<file path="config.mk">
export PLATFORM = sky130hd
export DESIGN_NAME = pc_counter163
export DESIGN_NICKNAME = d
export VERILOG_FILES = /design/src/rtl/pc_counter163.sv
export SDC_FILE = /design/constraint.sdc
export NUM_CORES = 1
export LEC_CHECK = 0
export CELL_PAD_IN_SITES_DETAIL_PLACEMENT = 0
export CELL_PAD_IN_SITES_GLOBAL_PLACEMENT = 1
export CORE_MARGIN = 2
export CORE_UTILIZATION = 27
export DETAILED_ROUTE_END_ITERATION = 10
export PLACE_DENSITY_LB_ADDON = 0.12
export SYNTH_ARGS = -nofsm -noshare
export SYNTH_HDL_FRONTEND = slang
export SYNTH_SLANG_ARGS = --single-unit
</file>
<file path="constraint.sdc">
create_clock -name clk -period 2.3 [get_ports clk]
set_input_delay 0.23 -clock clk [delete_from_list [all_inputs] [get_ports clk]]
set_output_delay 0.23 -clock clk [all_outputs]
set_load 0.02 [all_outputs]
</file>
<file path="src/rtl/pc_counter163.sv">
// Program counter built from cascaded 74163-style 4-bit synchronous counter slices.
// Each slice has its own carry gating, so the carry path is the same as a chained board of slices.

module pc_counter163_slice (
    input  logic       clk,
    input  logic       rst,
    input  logic       load_n,
    input  logic       enp,
    input  logic       ent,
    input  logic [3:0] d,
    output logic [3:0] q,
    output logic       rco
);

    logic [3:0] nib_q;
    logic [3:0] nib_d;

    always_comb begin
        nib_d = nib_q;
        if (!load_n) begin
            nib_d = d;
        end else if (enp && ent) begin
            nib_d = nib_q + 4'h1;
        end
    end

    always_ff @(posedge clk) begin
        if (rst) begin
            nib_q <= 4'h0;
        end else begin
            nib_q <= nib_d;
        end
    end

    assign q = nib_q;
    // Carry out is gated by ENT only; ENP only stops stepping, as on the 74163.
    assign rco = ent & (nib_q == 4'hF);

endmodule

module pc_counter163 #(
    parameter int WIDTH = 8
) (
    input  logic               clk,
    input  logic               rst,
    input  logic               load_n,
    input  logic               enp,
    input  logic               ent,
    input  logic [WIDTH-1:0]   d,
    output logic [WIDTH-1:0]   q,
    output logic [WIDTH/4-1:0] slice_rco,
    output logic               rco
);

    localparam int NSLICE = WIDTH / 4;

    if ((WIDTH % 4) != 0 || WIDTH < 4) begin : g_bad_width
        $error("pc_counter163: WIDTH must be a non-zero multiple of 4");
    end

    for (genvar i = 0; i < NSLICE; i++) begin : g_slice
        logic t_in;

        if (i == 0) begin : g_first
            assign t_in = ent;
        end else begin : g_chain
            assign t_in = slice_rco[i-1];
        end

        pc_counter163_slice u_slice (
            .clk    (clk),
            .rst    (rst),
            .load_n (load_n),
            .enp    (enp),
            .ent    (t_in),
            .d      (d[4*i +: 4]),
            .q      (q[4*i +: 4]),
            .rco    (slice_rco[i])
        );
    end

    assign rco = slice_rco[NSLICE-1];

endmodule

</file>
==> flow_summary.json <==
{
  "run_status": "complete, no violations",
  "place.detailed.instances": 89,
  "path_clk_slew_ns": 0.06,
  "die_area_sq_mm": 0.00202,
  "detailed_place.area_sq_um": 676,
  "timing.critical_path.slowest_stage_cell": "clkdlybuf4s50_1",
  "post_dr_vias_cell": 5.03,
  "buf_inv_stages_crit_path": 1,
  "finalNonFillerCells": 92,
  "cp_top_family": "buffers and inverters",
  "rr_worst_depth": 4,
  "power.static_leakage_nw": 0.255,
  "worst_hold_path.num_cells": 2,
  "clkSinkCount": 8,
  "largest_register_ffs": 8,
  "max-slew-margin-rel_pct": 63.0,
  "cts-buffers-inserted": 3,
  "final_layout_size_suffix_gt1_share_pct": 5.26,
  "gp_routability_congestion": 0.632,
  "timing.final.crit_share_pct": 89.1,
  "totalWireLength_um": 1110,
  "highest_clock_frequency_the_design_can_meet_mhz": 488,
  "grt.total_usage_pct": 11.9,
  "routed-via-count": 463,
  "insertedDiodeCount": 0,
  "syn-instance-count": 55,
  "worstHoldPathType": "reg2reg",
  "routedWlPerCell_um": 12.1,
  "first_global_vias": 392,
  "cts_tree": "built",
  "netlist-cell-type-count": 17,
  "grt_max_degree": 17,
  "layout.cells.most_common": "clkdlybuf4s50_1",
  "core_region_area_sq_mm": 0.00154,
  "worst-path-max-fanout": 9,
  "htree_levels": 1,
  "grt_first_pass_wirelength_um": 1640,
  "worst-r2r-setup-slack_ns": 0.82,
  "cp_data_arrival_time_ns": 1.82,
  "pin_count": 24,
  "timing_worst_slew_pin_value_ns": 0.553,
  "worst_setup_path_start_kind": "flip-flop",
  "place.detailed.hpwl_um": 801,
  "finalNetCount": 93,
  "worstSkewPairLatency_ns": 0.26,
  "critical_path_max_stage_delay_ns": 0.62,
  "cts.repair_timing.setup_buffer_count": 0,
  "synth_top_cells_by_area": "dfxtp_1 35%, a311oi_1 12%, nor2_1 7.5%, ha_1 5.5%, nand3_1 5.5%",
  "initial_core_util_pct": 29.4,
  "utilization_pct": 45.3,
  "worstSetupEndpointType": "output port",
  "stdcell_area_sq_um": 698,
  "share_of_the_yosys_chip_area_belonging_to_registers_pct": 35.4,
  "synth_top_area_share_pct": 35.4,
  "clk_root_buffer_cell": "clkbuf_4",
  "drc_errors": 0,
  "cts.repair.resized": 0,
  "finalMaxSlewViolations": 0,
  "setup_repair_after_global_routing_missed_its_margin": "false",
  "postSynthAreaPerCell_sq_um": 8.24,
  "cts_hold_buffers": 0,
  "floorplan.die.width_um": 45.0,
  "maxCapViolations": 0,
  "synth_warnings": 0,
  "finalCriticalPeriod_ns": 2.05,
  "grt_antenna_before_repair": 0,
  "powerDensity_mw_per_mm2": 513,
  "router_iterations_before_antenna_repair": 2,
  "finalSetupViolCount": 0,
  "port_buffers": 23,
  "area.growth.synth_to_final_pct": 54.1,
  "crit_type": "reg2out",
  "first_iter_violations": 3,
  "overflow": 0,
  "synthDominantAreaCellType": "dfxtp_1",
  "totalNegativeSetupSlack_ns": 0,
  "synth-seq-cells": 8,
  "most-common-layout-cells": "23 x clkdlybuf4s50_1, 9 x nor2_1, 8 x dfxtp_1, 6 x a311oi_1",
  "crit_cells": 4,
  "drtAntennaViolNets": 0,
  "timing.clock.skew_ns": 0.00372,
  "die_height_um": 45.0,
  "rows": 14,
  "final-hold-violation-count": 0,
  "critPathRequiredTime_ns": 2.07,
  "clk_path_buf_depth": 2,
  "synth_nets": 70,
  "vdd_drop_max_uv": 234,
  "netlist_area_sq_um": 453,
  "timing.critical_path.cells": "ha_1 -> nand4_4 -> nor2_1 -> clkdlybuf4s50_1"
}
[kinds of logic after synthesis]
group,share of synthesized area [%]
XOR/XNOR,3.87
flip-flops,35.4
AND/OR/NAND/NOR,27.1
adder cells (fa/ha/maj),5.52
buffers and inverters,7.73
AO/OA/AOI/OAI,20.4
[synth_stat cells]
cell type  number
nor2_1          9
dfxtp_1         8
a311oi_1        6
nand3_1         5
o21ai_0         5
or3_1           4
nand2_1         3
a211oi_1        2
buf_4           2
ha_1            2
inv_1           2
xor2_1          2
buf_1           1
buf_2           1
clkbuf_1        1
nand4_1         1
nand4_4         1
[tightest hold or removal path: cells and delay by family, from the launching register on]
| kind | cells | cell delay [ns] |
|---|---|---|
| AO/OA/AOI/OAI | 2 | 0.16 |
| flip-flops | 1 | 0.33 |
[final cells by class]
class,instances,area (sq um)
clock buffers,3,22.5
repair buffers,23,230
multi-input cells,40,258
flip-flops and latches,8,160
well taps,16,20.0
fillers,178,843
inverters,2,7.51
[power by group]
part / internal [mW] / leakage, nW / switching, mW
registers: 0.149 / 0.0666 / 0.0119
logic: 0.0458 / 0.175 / 0.0385
clock network: 0.0601 / 0.0138 / 0.0529
[layer usage]
layer | GRT usage [%] | up-vias | share of wire (%)
met2 | 16.0 | 12 | 45
met1 | 15.7 | 206 | 49
met4 | 8.82 | 0 | 0
li1 | - | 245 | -
met5 | 0 | - | 0
met3 | 3.60 | 0 | 5.9
[per-stage QoR]
stage | setup slack [ns] | hold slack (ns) | power [mW]
after detailed placement | 0.304 | 0.517 | 0.248
after floorplan | 0.624 | 0.400 | 0.200
after global placement | 0.323 | 0.513 | 0.248
after CTS | 0.231 | 0.535 | 0.362
final | 0.250 | 0.534 | 0.358
after global routing | 0.160 | 0.568 | 0.374
[final timing paths]
path	startpoint	to
setup reg to reg	g_slice[0].u_slice.q[0]	g_slice[1].u_slice.q[3]
setup / recovery	g_slice[0].u_slice.q[0]	slice_rco[1]
hold reg to reg	g_slice[1].u_slice.q[3]	g_slice[1].u_slice.q[3]
hold / removal	g_slice[1].u_slice.q[3]	g_slice[1].u_slice.q[3]
(Power assumes the default switching activity.)
